## src/rtl/arm_ctrl_pkg.sv

```systemverilog
// Shared encodings for the decode-stage control path: modes, ARM opcodes,
// ALU commands, condition codes, FSM states and the registered control bundle.
package arm_ctrl_pkg;

  localparam logic [1:0] MODE_ARITH  = 2'b00;
  localparam logic [1:0] MODE_MEM    = 2'b01;
  localparam logic [1:0] MODE_BRANCH = 2'b10;
  localparam logic [1:0] MODE_COPROC = 2'b11;

  localparam logic [3:0] OP_AND = 4'b0000;
  localparam logic [3:0] OP_EOR = 4'b0001;
  localparam logic [3:0] OP_SUB = 4'b0010;
  localparam logic [3:0] OP_RSB = 4'b0011;
  localparam logic [3:0] OP_ADD = 4'b0100;
  localparam logic [3:0] OP_ADC = 4'b0101;
  localparam logic [3:0] OP_SBC = 4'b0110;
  localparam logic [3:0] OP_RSC = 4'b0111;
  localparam logic [3:0] OP_TST = 4'b1000;
  localparam logic [3:0] OP_TEQ = 4'b1001;
  localparam logic [3:0] OP_CMP = 4'b1010;
  localparam logic [3:0] OP_CMN = 4'b1011;
  localparam logic [3:0] OP_ORR = 4'b1100;
  localparam logic [3:0] OP_MOV = 4'b1101;
  localparam logic [3:0] OP_BIC = 4'b1110;
  localparam logic [3:0] OP_MVN = 4'b1111;

  localparam logic [3:0] CMD_NOP = 4'b0000;
  localparam logic [3:0] CMD_MOV = 4'b0001;
  localparam logic [3:0] CMD_ADD = 4'b0010;
  localparam logic [3:0] CMD_ADC = 4'b0011;
  localparam logic [3:0] CMD_SUB = 4'b0100;
  localparam logic [3:0] CMD_SBC = 4'b0101;
  localparam logic [3:0] CMD_AND = 4'b0110;
  localparam logic [3:0] CMD_ORR = 4'b0111;
  localparam logic [3:0] CMD_EOR = 4'b1000;
  localparam logic [3:0] CMD_MVN = 4'b1001;

  localparam logic [3:0] COND_EQ = 4'b0000;
  localparam logic [3:0] COND_NE = 4'b0001;
  localparam logic [3:0] COND_CS = 4'b0010;
  localparam logic [3:0] COND_CC = 4'b0011;
  localparam logic [3:0] COND_MI = 4'b0100;
  localparam logic [3:0] COND_PL = 4'b0101;
  localparam logic [3:0] COND_VS = 4'b0110;
  localparam logic [3:0] COND_VC = 4'b0111;
  localparam logic [3:0] COND_HI = 4'b1000;
  localparam logic [3:0] COND_LS = 4'b1001;
  localparam logic [3:0] COND_GE = 4'b1010;
  localparam logic [3:0] COND_LT = 4'b1011;
  localparam logic [3:0] COND_GT = 4'b1100;
  localparam logic [3:0] COND_LE = 4'b1101;
  localparam logic [3:0] COND_AL = 4'b1110;
  localparam logic [3:0] COND_NV = 4'b1111;

  typedef enum logic [1:0] {
    ST_IDLE      = 2'b00,
    ST_BR_SHADOW = 2'b01,
    ST_MEM_WAIT  = 2'b10
  } ctrl_state_t;

  typedef struct packed {
    logic [3:0] cmd;
    logic       mem_r;
    logic       mem_w;
    logic       wb;
    logic       status_w;
    logic       branch;
    logic       imm;
    logic       valid;
    logic       illegal;
  } ctrl_bundle_t;

endpackage

```

## src/rtl/cond_ctrl_pipe_cond_check.sv

```systemverilog
// ARM condition-field evaluator: combinational cond + {N,Z,C,V} -> pass.
// cond=1111 (NV) never passes.
module cond_check
  import arm_ctrl_pkg::*;
(
  input  logic [3:0] cond,
  input  logic [3:0] flags,
  output logic       pass
);

  logic n, z, c, v;
  assign {n, z, c, v} = flags;

  always_comb begin
    pass = 1'b0;
    case (cond)
      COND_EQ: pass = z;
      COND_NE: pass = !z;
      COND_CS: pass = c;
      COND_CC: pass = !c;
      COND_MI: pass = n;
      COND_PL: pass = !n;
      COND_VS: pass = v;
      COND_VC: pass = !v;
      COND_HI: pass = c && !z;
      COND_LS: pass = !c || z;
      COND_GE: pass = (n == v);
      COND_LT: pass = (n != v);
      COND_GT: pass = !z && (n == v);
      COND_LE: pass = z || (n != v);
      COND_AL: pass = 1'b1;
      default: pass = 1'b0;
    endcase
  end

endmodule

```

## src/rtl/cond_ctrl_pipe.sv

```systemverilog
// Decode-stage control unit: decodes mode/opcode/S/I, registers the control
// bundle into ID/EX. Define COND_EXEC_EN for full ARM condition evaluation.
module cond_ctrl_pipe
  import arm_ctrl_pkg::*;
#(
  parameter int unsigned CMD_W             = 4,
  parameter int unsigned FLUSH_CYCLES      = 1,
  parameter int unsigned MEM_WAIT_EN_DEPTH = 3
)(
  input  logic             clk,
  input  logic             rst,
  input  logic             in_valid,
  input  logic [3:0]       cond,
  input  logic [1:0]       mode,
  input  logic [3:0]       opcode,
  input  logic             s,
  input  logic             imm_in,
  input  logic [3:0]       sr_flags,
  input  logic             freeze,
  input  logic             flush,
  input  logic             mem_done,
  output logic [CMD_W-1:0] exec_cmd,
  output logic             mem_r_en,
  output logic             mem_w_en,
  output logic             wb_en,
  output logic             status_w_en,
  output logic             branch_taken,
  output logic             imm,
  output logic             out_valid,
  output logic             busy,
  output logic             illegal_op,
  output logic             mem_timeout
);

  localparam logic [2:0] SHADOW_LAST = 3'(FLUSH_CYCLES - 1);
  localparam logic [MEM_WAIT_EN_DEPTH-1:0] WAIT_LAST =
    MEM_WAIT_EN_DEPTH'((1 << MEM_WAIT_EN_DEPTH) - 2);

  ctrl_state_t                  state, state_nxt;
  logic [2:0]                   shadow_cnt;
  logic [MEM_WAIT_EN_DEPTH-1:0] wait_cnt;
  logic                         cond_pass;
  logic                         wait_expired;
  logic                         nxt_timeout;
  ctrl_bundle_t                 dec, nxt;

`ifdef COND_EXEC_EN
  cond_check u_cond_check (
    .cond  (cond),
    .flags (sr_flags),
    .pass  (cond_pass)
  );
`else
  logic unused_cond_inputs;
  assign unused_cond_inputs = ^{cond, sr_flags};
  assign cond_pass = 1'b1;
`endif

  always_comb begin
    dec     = '0;
    dec.cmd = CMD_NOP;
    if (in_valid && cond_pass) begin
      unique case (mode)
        MODE_ARITH: begin
          dec.valid    = 1'b1;
          dec.imm      = imm_in;
          dec.wb       = 1'b1;
          dec.status_w = s;
          case (opcode)
            OP_MOV: dec.cmd = CMD_MOV;
            OP_MVN: dec.cmd = CMD_MVN;
            OP_ADD: dec.cmd = CMD_ADD;
            OP_ADC: dec.cmd = CMD_ADC;
            OP_SUB: dec.cmd = CMD_SUB;
            OP_SBC: dec.cmd = CMD_SBC;
            OP_AND: dec.cmd = CMD_AND;
            OP_ORR: dec.cmd = CMD_ORR;
            OP_EOR: dec.cmd = CMD_EOR;
            OP_CMP: begin
              dec.cmd      = CMD_SUB;
              dec.wb       = 1'b0;
              dec.status_w = 1'b1;
            end
            OP_TST: begin
              dec.cmd      = CMD_AND;
              dec.wb       = 1'b0;
              dec.status_w = 1'b1;
            end
            default: begin
              dec         = '0;
              dec.illegal = 1'b1;
            end
          endcase
        end
        MODE_MEM: begin
          dec.valid = 1'b1;
          dec.imm   = imm_in;
          dec.cmd   = CMD_ADD;
          dec.mem_r = s;
          dec.wb    = s;
          dec.mem_w = !s;
        end
        MODE_BRANCH: begin
          dec.valid  = 1'b1;
          dec.imm    = imm_in;
          dec.branch = 1'b1;
        end
        MODE_COPROC: dec.illegal = 1'b1;
      endcase
    end
  end

  assign wait_expired = (state == ST_MEM_WAIT) && !mem_done && (wait_cnt == WAIT_LAST);

  always_ff @(posedge clk or posedge rst) begin
    if (rst) state <= ST_IDLE;
    else     state <= state_nxt;
  end

  always_comb begin
    state_nxt = state;
    if (flush) begin
      state_nxt = ST_IDLE;
    end else if (!freeze) begin
      unique case (state)
        ST_IDLE: begin
          if (dec.branch)                  state_nxt = ST_BR_SHADOW;
          else if (dec.mem_r || dec.mem_w) state_nxt = ST_MEM_WAIT;
        end
        ST_BR_SHADOW: if (shadow_cnt == SHADOW_LAST)    state_nxt = ST_IDLE;
        ST_MEM_WAIT:  if (mem_done || wait_expired)     state_nxt = ST_IDLE;
        default:      state_nxt = ST_IDLE;
      endcase
    end
  end

  // Anything presented outside IDLE is squashed; only IDLE passes decode through.
  always_comb begin
    nxt         = '0;
    nxt.cmd     = CMD_NOP;
    nxt_timeout = 1'b0;
    if (state == ST_IDLE) nxt = dec;
    else                  nxt_timeout = wait_expired;
  end

  // Counters restart from zero on every IDLE edge, so entry always begins at 0.
  always_ff @(posedge clk or posedge rst) begin
    if (rst) begin
      shadow_cnt <= '0;
      wait_cnt   <= '0;
    end else if (flush) begin
      shadow_cnt <= '0;
      wait_cnt   <= '0;
    end else if (!freeze) begin
      shadow_cnt <= (state == ST_BR_SHADOW) ? shadow_cnt + 3'd1 : '0;
      wait_cnt   <= (state == ST_MEM_WAIT)  ? wait_cnt + 1'b1   : '0;
    end
  end

  always_ff @(posedge clk or posedge rst) begin
    if (rst) begin
      exec_cmd     <= CMD_W'(CMD_NOP);
      mem_r_en     <= 1'b0;
      mem_w_en     <= 1'b0;
      wb_en        <= 1'b0;
      status_w_en  <= 1'b0;
      branch_taken <= 1'b0;
      imm          <= 1'b0;
      out_valid    <= 1'b0;
      illegal_op   <= 1'b0;
      mem_timeout  <= 1'b0;
    end else if (flush) begin
      exec_cmd     <= CMD_W'(CMD_NOP);
      mem_r_en     <= 1'b0;
      mem_w_en     <= 1'b0;
      wb_en        <= 1'b0;
      status_w_en  <= 1'b0;
      branch_taken <= 1'b0;
      imm          <= 1'b0;
      out_valid    <= 1'b0;
      illegal_op   <= 1'b0;
      mem_timeout  <= 1'b0;
    end else if (!freeze) begin
      exec_cmd     <= CMD_W'(nxt.cmd);
      mem_r_en     <= nxt.mem_r;
      mem_w_en     <= nxt.mem_w;
      wb_en        <= nxt.wb;
      status_w_en  <= nxt.status_w;
      branch_taken <= nxt.branch;
      imm          <= nxt.imm;
      out_valid    <= nxt.valid;
      illegal_op   <= nxt.illegal;
      mem_timeout  <= nxt_timeout;
    end
  end

  assign busy = (state != ST_IDLE);

endmodule

```

## config.mk

```make
export PLATFORM = sky130hd
export DESIGN_NAME = cond_ctrl_pipe
export DESIGN_NICKNAME = d
export VERILOG_FILES = /design/src/rtl/arm_ctrl_pkg.sv /design/src/rtl/cond_ctrl_pipe_cond_check.sv /design/src/rtl/cond_ctrl_pipe.sv
export SDC_FILE = /design/constraint.sdc
export NUM_CORES = 1
export LEC_CHECK = 0
export ABC_CLOCK_PERIOD_IN_PS = 3150
export BUFFER_PORTS_ARGS = -buffer_cell sky130_fd_sc_hd__buf_2
export CAP_MARGIN = 30
export CORE_UTILIZATION = 44
export DETAILED_ROUTE_END_ITERATION = 10
export PLACE_DENSITY_LB_ADDON = 0.05
export SLEW_MARGIN = 20
export SYNTH_ARGS = -nofsm -noshare
export SYNTH_HDL_FRONTEND = slang
export SYNTH_SLANG_ARGS = --single-unit
```

## constraint.sdc

```tcl
create_clock -name clk -period 3.15 [get_ports clk]
set_input_delay 0.63 -clock clk [delete_from_list [all_inputs] [get_ports clk]]
set_output_delay 0.63 -clock clk [all_outputs]
set_load 0.01 [all_outputs]
```

==> flow_metrics.env, run 1 <==
export IMPL_grt_pass1_vias=803
export IMPL_status="completed"
export IMPL_ys_ff_latch=21
export IMPL_ios=36
export IMPL_rows=18
export IMPL_final_area_um2=1390
export IMPL_ys_seq_area_share_pct=43.4
export IMPL_worst_pin_slew_ps=851
export IMPL_p_per_area_nw_per_um2=341
export IMPL_synth_net_count=163
export IMPL_wl_um=2480
export IMPL_core_area_um2=2540
export IMPL_synth_distinct_cells=36
export IMPL_cts_tree="done"
export IMPL_areaGrowthSynthToFinish_pct=14.6
export IMPL_hold_viol=0
export IMPL_fin_tns_setup_ps=0
export IMPL_cts_hold_buf=0
export IMPL_path_class="in2reg"
export IMPL_hold_path_class="in2async"
export IMPL_die_area_um2=2970
export IMPL_power_leakage_uw=0.000700
export IMPL_root_buffer="clkbuf_4"
export IMPL_route_detailed_drc=0
export IMPL_path_clk_slew_ps=110
export IMPL_hpwl_um=1830
export IMPL_drt_initial_drc_count=7
export IMPL_grt_max_degree=22
export IMPL_drv_slew=0
export IMPL_cp_max_fo=11
export IMPL_cts_buffer_depth=2
export IMPL_antennaDiodeCount=0
export IMPL_finish_utilization_pct=54.5
export IMPL_layout_nets=189
export IMPL_antenna_found_initial=0
export IMPL_rsz0062_at_grt="false"
export IMPL_ant_nets=0
export IMPL_period_minus_slack_ps=1860
export IMPL_drv_cap=0
export IMPL_setup_viol=0
export IMPL_clock_sinks=21
export IMPL_fillers=252
export IMPL_cp_required_ps=3360
export IMPL_gr_total_overflow=0
export IMPL_initial_utilization_pct=47.6
export IMPL_dp_cells=183
export IMPL_clock_skew_ps=3.47
export IMPL_syn_area_per_cell_um2=9.18
export IMPL_drive_above_1_share_pct=23.6
export IMPL_synth_cells=132
export IMPL_arrival_ps=2070
export IMPL_routedWlPerCell_um=13.2
export IMPL_critPathLaunchType="input port"
export IMPL_vias=973
export IMPL_crit_path_end_kind="register"
export IMPL_post_cts_buffers=0
export IMPL_yosys_warnings=0
export IMPL_max_freq_ghz=0.538
export IMPL_synth_area_um2=1210
export IMPL_die_w_um=54.5
export IMPL_h_tree_depth=1
export IMPL_grt_pass1_wl_um=3860
export IMPL_finalCritPeriodShare_pct=59.1
export IMPL_slew_headroom_pct=43.1
export IMPL_grt_total_usage_pct=18.8
export IMPL_dr_pass1_iters=4
export IMPL_die_y_um=54.5
export IMPL_numPortBuffers=27
export IMPL_cts_made_buffers=3
export IMPL_final_cells=187
export IMPL_post_cts_resized=0
export IMPL_power_uw=473
export IMPL_placed_area_um2=1360
export IMPL_routed_via_density=5.20
export IMPL_insertion_delay_ps=300
export IMPL_place_congestion=0.762
export IMPL_vdd_ir_drop_max_uv=274
==> registers in the layout, indices dropped and copies added, names as in the netlist <==
name          flops
exec_cmd          4
shadow_cnt        3
wait_cnt          3
state             2
branch_taken      1
illegal_op        1
imm               1
mem_r_en          1
mem_timeout       1
mem_w_en          1
out_valid         1
status_w_en       1
wb_en             1
==> power breakdown <==
part,switching [uW],internal [uW]
Clock,78.7,49.4
Sequential,2.48,273
Combinational,44.7,24.6
==> worst paths after layout <==
check                                               from                  endpoint  slack (ps)  depth (start not counted)
min in group clk                branch_taken$_DFFE_PP0N_  branch_taken$_DFFE_PP0N_         480                          2
worst min register to register  branch_taken$_DFFE_PP0N_  branch_taken$_DFFE_PP0N_         480                          2
max in group asynchronous                            rst   exec_cmd[0]$_DFFE_PP0N_        2210                          2
worst max-delay path                               flush   status_w_en$_DFFE_PP0N_        1290                          5
worst max register to register      state[1]$_DFFE_PP0P_   status_w_en$_DFFE_PP0N_        1310                          4
worst min-delay path                                 rst   wait_cnt[0]$_DFFE_PP0N_         460                          2
==> kinds of logic after synthesis <==
family / count (synthesis) / synth area share [%]
flip-flops: 21 / 43.4
buffers and inverters: 17 / 5.27
multiplexers: 1 / 0.930
XOR/XNOR: 2 / 1.45
AND/OR/NAND/NOR: 48 / 21.9
AO/OA/AOI/OAI: 34 / 17.8
adder cells (fa/ha/maj): 9 / 9.30
==> cells in the mapped netlist <==
| cell type | instances | area, um^2 |
|---|---|---|
| or2_2 | 1 | 6.26 |
| and3_1 | 1 | 6.26 |
| or2_4 | 1 | 8.76 |
| mux2_2 | 1 | 11.3 |
| or3b_1 | 1 | 8.76 |
| a2111oi_2 | 1 | 15.0 |
| or4b_1 | 1 | 10.0 |
| a31oi_1 | 2 | 12.5 |
| nor2b_1 | 4 | 25.0 |
| or4b_4 | 1 | 13.8 |
| o21ai_0 | 11 | 55.1 |
| o21ba_2 | 1 | 10.0 |
| a32o_1 | 2 | 20.0 |
| o21ai_1 | 1 | 5.00 |
| nor4_1 | 1 | 6.26 |
| nor2_1 | 9 | 33.8 |
| ha_1 | 9 | 113 |
| xor2_1 | 2 | 17.5 |
| o41ai_1 | 1 | 8.76 |
| nand3b_1 | 1 | 7.51 |
| nand2b_1 | 3 | 18.8 |
| dfrtp_1 | 21 | 526 |
| nand4_1 | 1 | 6.26 |
| nor3_1 | 4 | 20.0 |
| nor3b_1 | 3 | 22.5 |
| a21oi_1 | 10 | 50.1 |
| nand2_1 | 13 | 48.8 |
| or3_1 | 1 | 6.26 |
| or4b_2 | 1 | 10.0 |
| or2_1 | 1 | 6.26 |
| o211ai_1 | 1 | 7.51 |
| a211oi_1 | 1 | 7.51 |
| a211o_1 | 1 | 8.76 |
| o31ai_1 | 2 | 15.0 |
| inv_1 | 11 | 41.3 |
| clkbuf_1 | 6 | 22.5 |
==> final cells by class <==
type	instances	area, um^2	area share [%]
multi-input combinational	94	622	44.8
inverter	11	41.3	2.98
sequential	21	526	37.9
clock buffer	4	26.3	1.89
tap	30	37.5	2.71
timing repair buffer	27	135	9.74
==> critical path, cell delays in order <==
cell     delay [ps]
buf_2           170
or4b_4          520
nor2_1          270
nand4_1         190
o31ai_1         290
==> cell usage in the layout, fill, tap and decap left out, types with 2 or more instances in the layout <==
| master | synthesis | final |
|---|---|---|
| inv_1 | 11 | 11 |
| a21oi_1 | 10 | 10 |
| a32o_1 | 2 | 2 |
| dfrtp_1 | 21 | 21 |
| nand2b_1 | 3 | 3 |
| o21ai_0 | 11 | 11 |
| nor3b_1 | 3 | 3 |
| clkbuf_4 | 0 | 3 |
| nand2_1 | 13 | 13 |
| nor2b_1 | 4 | 4 |
| nor3_1 | 4 | 4 |
| xor2_1 | 2 | 2 |
| o31ai_1 | 2 | 2 |
| buf_2 | 0 | 27 |
| ha_1 | 9 | 9 |
| nor2_1 | 9 | 9 |
| a31oi_1 | 2 | 2 |
==> metal layers <==
layer / vias to the layer above / GRT usage (%) / part of all wire [%]
met5: - / 0 / 0
met1: 439 / 26.5 / 53
met3: 5 / 4.44 / 3.6
met4: 0 / 6.41 / 1.4
li1: 509 / - / -
met2: 20 / 27.8 / 42
==> per-stage QoR <==
| stage | setup WS [ps] | hold WS [ps] |
|---|---|---|
| CTS | 1310 | 475 |
| finish | 1290 | 456 |
| floorplan | 1270 | 510 |
| detailed placement | 983 | 459 |
| global placement | 1000 | 455 |
| global route | 1220 | 510 |
Note: power is estimated with default switching activity, not from simulation.
==> run 2: changes to the inputs <==
--- a/config.mk
+++ b/config.mk
@@ -5,7 +5,8 @@
 export SDC_FILE = /design/constraint.sdc
 export NUM_CORES = 1
 export LEC_CHECK = 0
-export ABC_CLOCK_PERIOD_IN_PS = 3150
+export ABC_AREA = 1
+export ABC_CLOCK_PERIOD_IN_PS = 1700
 export BUFFER_PORTS_ARGS = -buffer_cell sky130_fd_sc_hd__buf_2
 export CAP_MARGIN = 30
 export CORE_UTILIZATION = 44
==> constraint.sdc (replaced) <==
create_clock -name clk -period 1.7 [get_ports clk]
set_input_delay 0.34 -clock clk [delete_from_list [all_inputs] [get_ports clk]]
set_output_delay 0.34 -clock clk [all_outputs]
set_load 0.01 [all_outputs]
==> run 2 against run 1 <==
Net effect: area after synthesis grew 5.5%; setup slack got worse by 1100 ps; largest power group unchanged; die area grew 5.3%.
==> flow_metrics.env, run 2 <==
export IMPL_synth_edf_count=0
export IMPL_synth_cells=160
export IMPL_hpwl_um=1990
export IMPL_synth_compound_area_share_pct=10.7
export IMPL_r2r_start="state[1]$_DFFE_PP0P_"
export IMPL_synth_mux_area_share_pct=0
export IMPL_vdd_ir_drop_max_uv=471
export IMPL_insertion_delay_ps=300
export IMPL_routedWlPerCell_um=11.6
export IMPL_antennaDiodeCount=0
export IMPL_route_detailed_drc=0
export IMPL_largest_reg_flops=4
export IMPL_grt_max_degree=22
export IMPL_path_clk_slew_ps=120
export IMPL_synth_distinct_cells=27
export IMPL_fin_ws_ps=186
export IMPL_drv_slew=0
export IMPL_dr_pass1_iters=4
export IMPL_cp_required_ps=1360
export IMPL_yosys_area_top_type="dfrtp_1"
export IMPL_synth_top_family_by_area="simple AND/OR/NAND/NOR gates"
export IMPL_grt_pass1_wl_um=4600
export IMPL_initial_utilization_pct=46.3
export IMPL_drt_initial_drc_count=18
export IMPL_cts_buffer_depth=2
export IMPL_synthXorXnorAreaFrac_pct=0
export IMPL_r2r_end="status_w_en$_DFFE_PP0N_"
export IMPL_synth_simple_area_share_pct=30.2
export IMPL_antenna_found_initial=0
export IMPL_numPortBuffers=27
export IMPL_dp_slack_ps=306
export IMPL_synthMostInstantiatedCell="nand2_1"
export IMPL_synthFlopType="dfrtp_1"
export IMPL_finalCritPeriodShare_pct=89.1
export IMPL_layout_nets=222
export IMPL_power_leakage_uw=0.000862
export IMPL_layout_commonest_cell="nand2_1"
export IMPL_synth_area_um2=1280
export IMPL_reg_top3="exec_cmd x4, shadow_cnt x3, wait_cnt x3"
export IMPL_power_uw=1010
export IMPL_core_area_um2=2760
export IMPL_hold_path_class="in2async"
export IMPL_max_freq_ghz=0.661
export IMPL_crit_path_end_kind="output port"
export IMPL_worstRegToRegCells=5
export IMPL_yosys_warnings=0
export IMPL_status="completed"
export IMPL_drv_cap=0
export IMPL_async_reset_ff_share_pct=100
export IMPL_h_tree_depth=1
export IMPL_ios=36
export IMPL_arrival_ps=1170
export IMPL_period_minus_slack_ps=1510
export IMPL_synth_top_area_share_pct=41.1
export IMPL_seq_area_um2=526
export IMPL_clock_skew_ps=5.26
export IMPL_fin_tns_setup_ps=0
export IMPL_fillers=284
export IMPL_vias=1096
export IMPL_cts_hold_buf=0
export IMPL_hold_viol=0
export IMPL_routed_via_density=4.96
export IMPL_die_w_um=55.9
export IMPL_synth_net_count=191
export IMPL_path_class="reg2out"
export IMPL_drive_above_1_share_pct=28.9
export IMPL_synth_fa_ha_area_share_pct=8.81
export IMPL_ant_nets=0
export IMPL_regMostFlops="exec_cmd"
export IMPL_clock_sinks=21
export IMPL_multiInputGateArea_um2=634
export IMPL_critPathLaunchType="register"
export IMPL_finish_utilization_pct=53.3
export IMPL_wl_um=2560
export IMPL_rsz0062_at_grt="false"
export IMPL_syn_area_per_cell_um2=7.98
export IMPL_reg2reg_slack_ps=490
export IMPL_cts_tree="done"
export IMPL_place_congestion=0.792
export IMPL_cts_made_buffers=3
export IMPL_rows=19
export IMPL_root_buffer="clkbuf_4"
export IMPL_die_y_um=55.9
export IMPL_die_area_um2=3120
export IMPL_areaGrowthSynthToFinish_pct=15.0
export IMPL_post_cts_buffers=0
export IMPL_p_per_area_nw_per_um2=690
export IMPL_yosys_top_cells_count="nand2_1 (52), dfrtp_1 (21), inv_1 (19)"
export IMPL_synthTopCellsByArea="dfrtp_1 (41%), nand2_1 (15%), ha_1 (8.8%)"
export IMPL_gr_total_overflow=0
export IMPL_cp_startpoint="state[1]$_DFFE_PP0P_"
export IMPL_post_cts_resized=0
export IMPL_grt_pass1_vias=1137
export IMPL_cp_max_fo=5
export IMPL_slew_headroom_pct=69.8
export IMPL_ys_seq_area_share_pct=41.1
export IMPL_setup_viol=0
export IMPL_worst_pin_slew_ps=453
export IMPL_ys_ff_latch=21
export IMPL_grt_total_usage_pct=18.5
export IMPL_layout_common_cells="nand2_1 (52), buf_2 (27), dfrtp_1 (21)"
run 2: worst max-delay path by stage:
stage	cells past startpoint	slack (ps)	end
after floorplan	8	600	state[1]$_DFFE_PP0P_
after global placement	6	330	mem_timeout$_DFFE_PP0N_
after detailed placement	6	310	exec_cmd[2]$_DFFE_PP0N_
after CTS	3	160	busy
after global routing	3	100	busy
final	3	190	busy
run 2: logic make-up after synthesis:
family / Yosys count
and+or+nand+nor: 81
buffers and inverters: 29
DFF: 21
AOI/OAI and AO/OA: 20
adders and majority gates: 9
run 2: metal layers:
metal / up-vias / global-route usage, % / routed length [um]
li1: 561 / - / -
met1: 515 / 20.5 / 1100
met2: 18 / 34.9 / 1360
met3: 2 / 2.33 / 75
met4: 0 / 8.71 / 17
met5: - / 0 / 0
run 2: through the flow:
stage | cells | hold slack, ps | cell area [um^2]
floorplan | 160 | 317 | 1280
global placement | 217 | 383 | 1440
detailed placement | 217 | 388 | 1440
CTS | 221 | 37.7 | 1470
global route | 221 | 81.8 | 1470
finish | 221 | 44.2 | 1470
run 2: cell type report:
class	instances	share of cell area, %
Clock buffer	4	1.79
Inverter	27	6.90
Multi-Input combinational cell	110	43.2
Sequential cell	21	35.8
Tap cell	31	2.64
Timing Repair Buffer	28	9.71
run 2: power by group:
| group | switching (uW) | internal, uW |
|---|---|---|
| logic | 140 | 81.0 |
| registers | 28.7 | 521 |
| clock network | 152 | 91.4 |
| total | 320 | 693 |
run 2: worst max-delay path, stage by stage, from the launching register on:
cell and delay, ps:
dfrtp_1 490, nor2_4 200, inv_1 50, buf_2 130
